[config.mk]
export PLATFORM = sky130hd
export DESIGN_NAME = dmem_arbiter
export DESIGN_NICKNAME = d
export VERILOG_FILES = /design/src/rtl/dmem_arbiter_pkg.sv /design/src/rtl/dmem_arbiter_rr_pick2.sv /design/src/rtl/dmem_arbiter.sv
export SDC_FILE = /design/constraint.sdc
export NUM_CORES = 1
export LEC_CHECK = 0
export ABC_AREA = 1
export CORE_AREA = 2 2 78 80
export CTS_CLUSTER_DIAMETER = 60
export DETAILED_ROUTE_END_ITERATION = 8
export DIE_AREA = 0 0 80 82
export DONT_BUFFER_PORTS = 1
export GPL_TIMING_DRIVEN = 1
export PLACE_DENSITY = 0.65
export SKIP_LAST_GASP = 1
export SLEW_MARGIN = 5
export SYNTH_ARGS = -nofsm -noshare
export SYNTH_HDL_FRONTEND = slang
export SYNTH_SLANG_ARGS = --single-unit
[constraint.sdc]
create_clock -name clk -period 1.3 [get_ports clk]
set_input_delay 0.065 -clock clk [delete_from_list [all_inputs] [get_ports clk]]
set_output_delay 0.065 -clock clk [all_outputs]
set_load 0.01 [all_outputs]
[src/rtl/dmem_arbiter_pkg.sv]
// dmem_arbiter_pkg: shared state encoding, requester IDs and width defaults for the data-memory arbiter
package dmem_arbiter_pkg;
  localparam int AW_DEF = 10;
  localparam int DW_DEF = 32;
  typedef enum logic [1:0] {IDLE = 2'd0, ISSUE = 2'd1, WAIT = 2'd2} state_e;
  typedef enum logic {CORE = 1'b0, DBG = 1'b1} rid_e;
endpackage

[src/rtl/dmem_arbiter_rr_pick2.sv]
// rr_pick2: two-way round-robin pick, a tie goes to whoever did not win last
module rr_pick2
  import dmem_arbiter_pkg::*;
(
  input  logic [1:0] req_i,
  input  rid_e       last_i,
  output rid_e       pick_o
);
  // lone request wins outright; on a tie the pointer is flipped
  always_comb pick_o = &req_i ? rid_e'(~last_i) : rid_e'(req_i[1]);
endmodule

[src/rtl/dmem_arbiter.sv]
// dmem_arbiter: shares one single-port data memory between the core and the debug loader
module dmem_arbiter
  import dmem_arbiter_pkg::*;
#(
  parameter int AW = AW_DEF,
  parameter int DW = DW_DEF
) (
  input  logic          clk,
  input  logic          reset,
  input  logic          core_req,
  input  logic          core_we,
  input  logic [AW-1:0] core_addr,
  input  logic [DW-1:0] core_wdata,
  output logic          core_gnt,
  output logic          core_rvalid,
  input  logic          dbg_req,
  input  logic          dbg_we,
  input  logic [AW-1:0] dbg_addr,
  input  logic [DW-1:0] dbg_wdata,
  output logic          dbg_gnt,
  output logic          dbg_rvalid,
  output logic [DW-1:0] rdata,
  output logic          mem_en,
  output logic          mem_we,
  output logic [AW-1:0] mem_addr,
  output logic [DW-1:0] mem_wdata,
  input  logic [DW-1:0] mem_rdata
);
  state_e        state_q;
  rid_e          last_q, pick;
  logic          en_q, we_q, sel_we;
  logic [AW-1:0] addr_q, sel_addr;
  logic [DW-1:0] wdata_q, sel_wdata;
  logic [1:0]    gnt_q, rvalid_q;
  rr_pick2 u_pick (.req_i({dbg_req, core_req}), .last_i(last_q), .pick_o(pick));
  // command of whichever requester the picker chose
  always_comb begin
    sel_we    = pick == DBG ? dbg_we : core_we;
    sel_addr  = pick == DBG ? dbg_addr : core_addr;
    sel_wdata = pick == DBG ? dbg_wdata : core_wdata;
  end
  // sequencer: sample in IDLE, drive memory for one ISSUE cycle, WAIT one cycle for load data
  always_ff @(posedge clk) begin
    if (reset) begin
      state_q  <= IDLE;
      last_q   <= DBG;
      en_q     <= 1'b0;
      we_q     <= 1'b0;
      addr_q   <= '0;
      wdata_q  <= '0;
      gnt_q    <= '0;
      rvalid_q <= '0;
    end else begin
      case (state_q)
        IDLE: if (core_req | dbg_req) begin
          state_q <= ISSUE;
          last_q  <= pick;
          en_q    <= 1'b1;
          we_q    <= sel_we;
          addr_q  <= sel_addr;
          wdata_q <= sel_wdata;
          gnt_q   <= pick == DBG ? 2'b10 : 2'b01;
        end
        ISSUE: begin
          state_q  <= we_q ? IDLE : WAIT;
          en_q     <= 1'b0;
          we_q     <= 1'b0;
          addr_q   <= '0;
          wdata_q  <= '0;
          gnt_q    <= '0;
          rvalid_q <= we_q ? 2'b00 : gnt_q;
        end
        default: begin
          state_q  <= IDLE;
          rvalid_q <= '0;
        end
      endcase
    end
  end
  assign mem_en      = en_q;
  assign mem_we      = we_q;
  assign mem_addr    = addr_q;
  assign mem_wdata   = wdata_q;
  assign core_gnt    = gnt_q[0];
  assign dbg_gnt     = gnt_q[1];
  assign core_rvalid = rvalid_q[0];
  assign dbg_rvalid  = rvalid_q[1];
  assign rdata       = |rvalid_q ? mem_rdata : '0;
endmodule
==> results of run 1 <==
==> registers in the layout, summed over array words and instances (netlist names) <==
register	cells
last_q	1
mem_addr	10
mem_we	1
gnt_q	2
mem_en	1
state_q	2
mem_wdata	32
rvalid_q	2
==> critical path, stage by stage, from the launching register on <==
cell and delay [ps]:
dfxtp_2 400, nor2_2 70, buf_12 160, nor2_1 250
==> power breakdown <==
part | switching, W | internal [W]
clock | 0.000557 | 0.000386
sequential | 0.000179 | 0.00172
combinational | 0.000573 | 0.000420
==> cell type report <==
class                           instances  area (sq um)  area share
Multi-Input combinational cell        277          1435      0.4162
Sequential cell                        51          1023      0.2968
Timing Repair Buffer                   44         495.5      0.1437
Inverter                               82         307.8     0.08926
Tap cell                               75         93.84     0.02721
Clock buffer                            5         68.82     0.01996
Clock inverter                          3         23.77    0.006894
==> worst min-delay path by stage <==
| stage | from | endpoint | slack (ps) | cells past startpoint |
|---|---|---|---|---|
| 3_5_place_dp | reset | mem_addr[2] | 140 | 1 |
| 2_1_floorplan | mem_rdata[0] | rdata[0] | 220 | 2 |
| 5_1_grt | dbg_req | mem_wdata[21] | 0.2 | 3 |
| 3_3_place_gp | reset | mem_wdata[30] | 140 | 1 |
| 4_1_cts | reset | mem_addr[2] | -200 | 1 |
| 6_report | core_wdata[26] | mem_wdata[26] | -20 | 4 |
==> cell families (layout without fill, tap and decap cells) <==
kind of cell / Yosys count / after routing / share of synthesized area
AOI/OAI and AO/OA: 28 / 28 / 0.04752
buffers and inverters: 118 / 134 / 0.1689
DFF: 51 / 51 / 0.3462
and+or+nand+nor: 249 / 249 / 0.4374
==> metal layers <==
layer,vias to the layer above,wire length (um)
li1,1472,-
met1,1401,3421
met2,155,4408
met3,13,851
met4,0,140
met5,-,0
==> repair_timing <==
item	4_1_cts	5_1_grt
gates resized for setup	1	2
hold buffers	11	16
endpoints found under the hold margin	42	31
setup buffers	0	0
setup endpoints to repair	16	3
==> cells in the final DEF (no fill, tap or decap) <==
master	instances
nand2_2	2
nor2_2	2
inv_2	1
buf_4	10
clkbuf_8	5
nand2_1	54
inv_1	81
dlygate4sd3_1	26
dfxtp_2	2
nor2_4	2
nand2_4	3
clkinvlp_4	2
nand3b_1	25
nor2_8	1
dfxtp_1	49
nand3_1	90
nand4_1	36
a21oi_1	28
nor2_1	34
buf_12	8
inv_6	1
==> per-stage QoR <==
step	util	hold WS [ps]
2_1_floorplan	-	217.1
3_3_place_gp	0.5344	137.1
3_5_place_dp	0.5344	138.8
4_1_cts	0.5699	-203.1
5_1_grt	0.6002	0.2465
6_report	0.6002	-24.89
==> out/metrics.csv, run 1 <==
metric,value,unit
yosysSeqAreaShare,0.3462,
die_w,80,um
grt_pass1_wl,12180,um
clk_latency,310,ps
synth_cells,446,
gp_congestion,0.7199,
finalCritPeriodShare,0.9661,
power.leakage,1.741,nW
worst_slew_pin_slew,427.2,ps
antenna_found_initial,0,
vdd_drop_max,0.5718,mV
use_met2,0.4033,
r2r_slack,130,ps
drv_cap,0,
finalPower,0.003830,W
ys_top_cells_by_count,"nand3_1 (90), inv_1 (81), nand2_1 (54)",
synth_top_area_frac,0.3462,
grt_pass1_vias,2466,
final-hold-violation-count,15,
core,5746,sq um
root_buffer,clkbuf_8,
drt-initial-drc-count,113,
status,"finished, violations left",
nets,583,
synthArstFlopShare,0,
fin_ws,44.11,ps
setup_viol,0,
start_util,0.5133,
worst-path-max-fanout,32,
post_dp_cell_area,3070,sq um
synth_nets,568,
fin_setup_tns,0,ps
critPathLaunchType,flop,
fmax,796.2,MHz
min_period,1256,ps
crit_arrival,1190,ps
yosysWarnings,0,
io_buffers,0,
cts_buffers,5,
area_delta_synth_final,16.93,%
num_rows,28,
use_met3,0.07912,
drt-total-wl,8821,um
gr-usage-met1,0.2866,
pre_cts_ws,111.3,ps
n_antenna_cell,0,
drv_slew,0,
power_density,1111,nW/um^2
drtPass1Iterations,5,
place_inst,502,
fill_cells,539,
dieArea,6560,sq um
cp-endpoint,rdata[8],
drive_gt1_frac,0.08442,
grt.busiest_layer,met2,
slew_headroom,0.7142,
final_area,3448,sq um
synth-edff-count,0,
crit_path_start,rvalid_q[1],
yosysTopAreaCell,dfxtp_1,
r2r.worst_path.cells,7,
synth-seq-cells,51,
viasPerCell,5.663,
dp_hpwl,5993,um
crit-reg2reg-capture,gnt_q[0],
synth.most_common_cell,nand3_1,
rsz0062_at_grt,false,
wl_per_cell,16.43,um
route.detailed.drc,0,
num_vias,3041,
grt_overflow,0,
io_pins,202,
path_class,flop to output pin,
r2r_start,state_q[1],
grt_use_total,0.2382,
ant_nets,0,
whs,-24.89,ps
tritoncts,built,
avgSynthCellArea,6.612,sq um
synth-main-ff-cell,dfxtp_1,
finalNonFillerCells,537,
skew,9.943,ps
die_h,82,um
hp-class,input pin to flop,
violations,hold timing,
clkTransAtPathRegs,100,ps
cts_buffer_depth,2,
synthTopCellsByArea,"dfxtp_1 (35%), nand3_1 (15%), inv_1 (10%), nand4_1 (7.6%), nand2_1 (6.9%)",
cp-end-kind,output pin,
grt_max_degree,48,
clkSinkCount,51,
synth_cell_types,17,
synthesis.area,2949,sq um
critPathRequiredTime,1240,ps
htree_levels,2,
No activity file was read; power rests on OpenSTA's default activity.
==> run 2: changes to the inputs <==
- CORE_AREA: 2 2 78 80 -> default
- CORE_ASPECT_RATIO: default -> 0.9
- CORE_MARGIN: default -> 2
- CORE_UTILIZATION: default -> 50
- DIE_AREA: 0 0 80 82 -> default
- PLACE_DENSITY: 0.65 -> 0.63
- clock period: 1.3 -> 1.4 ns (I/O delays scaled with it)
==> run 2 against run 1 <==
The run now ends clean. Critical path depth up 3. Flip-flop and latch count unchanged. Sequential power down 7%.
==> out/metrics.csv, run 2 (synthesis results as in run 1) <==
metric,value,unit
cp-end-kind,flop,
drt-total-wl,8242,um
power_density,1047,nW/um^2
r2r_start,mem_we,
n_antenna_cell,0,
cts_buffer_depth,2,
rsz0062_at_grt,true,
ant_nets,0,
skew,10.73,ps
num_vias,2929,
largest_register_ffs,32,
switching_share,0.3436,
worst-path-max-fanout,3,
crit_arrival,1530,ps
grt_pass1_wl,12880,um
pre_cts_ws,43.19,ps
layout_common_cells,"nand3_1 (90), inv_1 (81), nand2_1 (54)",
start_util,0.5180,
min_period,1328,ps
critPathLaunchType,flop,
worst_slew_pin_slew,1089,ps
r2r_slack,70,ps
die_h,76.86,um
finalPower,0.003478,W
p_clk_frac,0.249,
min_from,core_wdata[11],
viasPerCell,5.590,
dieArea,6530,sq um
slew_headroom,0.2717,
post_dp_cell_area,2969,sq um
clkTransAtPathRegs,100,ps
clk_latency,310,ps
path_cells,nor2_2 > dlygate4sd3_1 > nand2_1 > inv_1 > nand2_1 > nand2_1,
setup_viol,0,
drive_gt1_frac,0.06828,
cp_common_cell,nand2_1,
whs,7.763,ps
final-hold-violation-count,0,
num_rows,26,
fmax,753.2,MHz
fin_ws,72.36,ps
drtPass1Iterations,4,
htree_levels,2,
grt_pass1_vias,2670,
crit_slowest_cell,dlygate4sd3_1,
drv_slew,0,
power.leakage,1.683,nW
pwr-share-comb,0.244,
crit-reg2reg-capture,rvalid_q[0],
grt_max_degree,45,
path_class,flop to flop,
critPathRequiredTime,1600,ps
nets,575,
tritoncts,built,
dp_hpwl,5424,um
cts_buffers,5,
die_w,84.96,um
slowest_delay,550,ps
cts_setup_buffers,0,
p_int,0.002283,W
clkSinkCount,51,
hold_depth,4,
io_pins,202,
gp_congestion,0.7979,
hp-class,input pin to flop,
status,completed,
drv_cap,0,
holdPathEnd,mem_wdata[11],
final_common_cell,nand3_1,
wl_per_cell,15.73,um
finalCritPeriodShare,0.9483,
io_buffers,0,
grt_use_total,0.2412,
route.detailed.drc,0,
power_switching,0.001195,W
r2r.worst_path.cells,6,
grt_overflow,0,
vdd_drop_max,0.6404,mV
core,5693,sq um
area_delta_synth_final,12.64,%
final_area,3322,sq um
pwr-share-seq,0.507,
fill_cells,542,
fin_setup_tns,0,ps
antenna_found_initial,0,
drt-initial-drc-count,135,
root_buffer,clkbuf_8,
==> run 2: cell types whose count changed in the layout (fill, tap and decap cells not counted), sizes merged <==
| cell | delta |
|---|---|
| clkinvlp | -1 |
| dlygate4sd3 | -2 |
| buf | -7 |
| clkbuf | +1 |
| nor2 | +1 |
==> run 2: worst max-delay path: cells and delay by family, from the launching register on <==
kind / cells / cell delay, ps
AND/OR/NAND/NOR: 4 / 210
flip-flops: 1 / 390
buffers and inverters: 2 / 600
==> run 2: per-stage QoR <==
step | instances | util
3_3_place_gp | 491 | 0.5215
6_report | 524 | 0.5835
3_5_place_dp | 491 | 0.5215
5_1_grt | 524 | 0.5835
2_1_floorplan | 446 | -
4_1_cts | 523 | 0.5802
==> run 2: worst max-delay path by stage <==
stage,start,to,slack (ps),cells after the start
global placement,rvalid_q[1],rdata[1],100,2
CTS,rvalid_q[0],rdata[16],8,2
global route,state_q[1],mem_wdata[18],-30,5
detailed placement,rvalid_q[1],rdata[16],40,2
floorplan,state_q[1],mem_wdata[22],340,6
finish,mem_we,rvalid_q[0],70,6
==> run 2: cell type report <==
cell class / instances / area (sq um) / area share
Clock buffer: 6 / 72.57 / 0.02185
Clock inverter: 2 / 16.27 / 0.004896
Inverter: 82 / 307.8 / 0.09266
Multi-Input combinational cell: 278 / 1451 / 0.4369
Sequential cell: 51 / 1022 / 0.3077
Tap cell: 70 / 87.58 / 0.02637
Timing Repair Buffer: 35 / 364.1 / 0.1096
==> run 2: power groups by stage <==
stage          clock network, W  logic (W)  registers [W]
4_1_cts                0.000884   0.000840        0.00176
3_5_place_dp                  0   0.000764        0.00180
5_1_grt                0.000942   0.000953        0.00178
6_report               0.000867   0.000848        0.00176
2_1_floorplan                 0   0.000662        0.00176
3_3_place_gp                  0   0.000752        0.00179
==> run 2: layer usage <==
metal | share of wire | up-vias | global-route usage
li1 | - | 1457 | -
met1 | 0.42 | 1327 | 0.2897
met2 | 0.48 | 136 | 0.4234
met3 | 0.089 | 9 | 0.06781
met4 | 0.010 | 0 | 0.05714
met5 | 0 | - | 0
==> run 2: repair_timing <==
action	CTS	global route
endpoints found under the setup margin	32	56
endpoints found under the hold margin	31	0
resized for setup	1	4
pin swaps	1	1
gates cloned	0	1
hold buffers	24	0
==> run 3: changes to the inputs <==
- ABC_AREA: 1 -> default
- CAP_MARGIN: default -> 20
==> run 3 against run 2 <==
Setup slack better by 28 ps. Via count down 7.1%. Critical path type is now flop to output pin. Combinational power down 4.6%. Utilization up 13 points. Largest cell class unchanged. Synthesized cell count down 33%. Critical endpoint is now rdata[2]. Register-to-register slack better by 70 ps. Sequential share of layout area down 3.6 points.
==> out/metrics.csv, run 3 <==
metric,value,unit
grt_use_total,0.2737,
synthesis.area,2730,sq um
fin_ws,100.0,ps
fmax,769.2,MHz
synthArstFlopShare,0,
synth_top_area_frac,0.3740,
pre_cts_ws,-27.84,ps
synth_top_family_by_area,compound AO/OA/AOI/OAI gates,
slowest_delay,530,ps
ys_top_cells_by_count,"dfxtp_1 (51), o21ai_0 (42), nor2b_1 (35)",
synthAdderAreaFrac,0,
worst_path_dominant_cell_family,flip-flops,
final_area,3756,sq um
worst_slew_pin_slew,948.1,ps
synth_cell_types,30,
synth_nets,419,
path_cells,nor2_4 > nor2b_1,
synth-seq-cells,51,
cp-endpoint,rdata[2],
clk_latency,300,ps
root_buffer,clkbuf_8,
post_dp_cell_area,2725,sq um
synth_mux_area_frac,0.007333,
power.leakage,1.329,nW
num_rows,25,
start_util,0.5195,
clkTransAtPathRegs,90,ps
critPathLaunchType,flop,
yosysSeqAreaShare,0.3740,
yosysTopAreaCell,dfxtp_1,
r2r_slack,140,ps
fill_cells,392,
area_delta_synth_final,37.58,%
num_vias,2722,
crit_cells,2,
wl_per_cell,20.24,um
min_period,1300,ps
io_buffers,0,
hp-class,input pin to flop,
path_class,flop to output pin,
largest_register_ffs,32,
synth.most_common_cell,dfxtp_1,
grt_pass1_wl,13030,um
whs,4.820,ps
crit_buf_inv,0,
viasPerCell,6.257,
pwr-share-comb,0.215,
place_inst,339,
synthXorXnorAreaFrac,0,
switching_share,0.2813,
core,5255,sq um
synth_compound_area_frac,0.3378,
ant_nets,0,
synth_simple_gate_area_share,0.1884,
avgSynthCellArea,9.192,sq um
pwr-share-seq,0.466,
crit_slowest_cell,dfxtp_1,
cp-end-kind,output pin,
drv_cap,0,
nets,489,
crit_arrival,1230,ps
skew,12.51,ps
layout_common_cells,"dlygate4sd3_1 (86), dfxtp_1 (50), o21ai_0 (42)",
fin_setup_tns,0,ps
die_w,81.89,um
r2r_start,state_q[1],
antenna_found_initial,0,
p_clk_frac,0.319,
r2r.worst_path.cells,4,
synth-main-ff-cell,dfxtp_1,
drive_gt1_frac,0.1332,
synth_cells,297,
status,completed,
vdd_drop_max,0.7292,mV
dp_hpwl,4855,um
dieArea,6068,sq um
clkSinkCount,51,
crit_path_start,rvalid_q[0],
tritoncts,built,
p_int,0.002698,W
io_pins,202,
drv_slew,0,
die_h,74.10,um
route.detailed.drc,0,
cts_buffers,5,
finalNonFillerCells,435,
yosysWarnings,0,
worst-path-max-fanout,16,
gp_congestion,0.7079,
drtPass1Iterations,5,
final_common_cell,dlygate4sd3_1,
drt-total-wl,8804,um
drt-initial-drc-count,189,
finalCritPeriodShare,0.9286,
synth-edff-count,0,
rsz0062_at_grt,false,
htree_levels,2,
grt_max_degree,47,
power_density,999.4,nW/um^2
power_switching,0.001056,W
setup_viol,0,
final-hold-violation-count,0,
synthTopCellsByArea,"dfxtp_1 (37%), o2bb2ai_2 (11%), nor2b_1 (8.0%), o21ai_0 (7.7%), a22oi_1 (6.9%)",
crit-reg2reg-capture,mem_wdata[14],
cts_setup_buffers,0,
slew_headroom,0.3659,
grt_overflow,0,
n_antenna_cell,0,
cts_buffer_depth,2,
grt_pass1_vias,2644,
critPathRequiredTime,1330,ps
## run 3: cell types whose count changed after synthesis, sizes merged, moves of 35 or more
| cell | delta |
|---|---|
| nor2 | -35 |
| o21ai | +45 |
| nand3 | -71 |
| nand2 | -57 |
| inv | -81 |
| nor2b | +35 |
## run 3: per-stage QoR
step / total power, W / util
4_1_cts: 0.003757 / 0.7145
5_1_grt: 0.003903 / 0.7148
3_5_place_dp: 0.002321 / 0.5186
2_1_floorplan: 0.002246 / -
3_3_place_gp: 0.002309 / 0.5186
6_report: 0.003754 / 0.7148
## run 3: area by class of cell
class                      instances  area (sq um)  area share
clock buffer                       6         72.57     0.01932
clock inverter                     2         60.06     0.01599
inverter                           1         3.754   0.0009993
multi-input combinational        208          1485      0.3954
sequential                        51          1022      0.2722
tap                               67         83.83     0.02232
timing repair buffer             100          1028      0.2738
## run 3: worst min path at each step
stage                       start            end  slack, ps  cells after the start
global route        dbg_wdata[26]  mem_wdata[26]         20                      2
detailed placement          reset       gnt_q[1]        150                      1
finish              dbg_wdata[26]  mem_wdata[26]          5                      2
CTS                       dbg_req  mem_wdata[21]        0.9                      2
floorplan             dbg_addr[7]    mem_addr[7]        240                      2
global placement            reset       gnt_q[0]        150                      1
## run 3: power groups by stage
stage / combinational (W) / sequential (W) / clock [W]
2_1_floorplan: 0.000511 / 0.00173 / 0
3_3_place_gp: 0.000535 / 0.00177 / 0
3_5_place_dp: 0.000547 / 0.00177 / 0
4_1_cts: 0.000787 / 0.00174 / 0.00123
5_1_grt: 0.000882 / 0.00176 / 0.00126
6_report: 0.000809 / 0.00175 / 0.00120
## run 3: per-layer routing
layer | global-route usage | vias up | wire (um)
met5 | 0 | - | 0
met4 | 0.07963 | 0 | 96
met3 | 0.06917 | 12 | 819
met2 | 0.4860 | 165 | 4512
met1 | 0.3275 | 1290 | 3375
li1 | - | 1255 | -
## run 3: cell families (layout without fill, tap and decap cells)
kind of cell | Yosys count | in the layout
AOI/OAI and AO/OA | 120 | 120
and+or+nand+nor | 85 | 86
DFF | 51 | 51
buffers and inverters | 39 | 109
muxes | 2 | 2
## run 3: timing repair
action	in CTS	in global routing
pin swaps	1	0
hold endpoints to repair	51	0
cloned	1	0
hold buffers	87	0
gates resized for setup	2	1
setup endpoints to repair	32	1
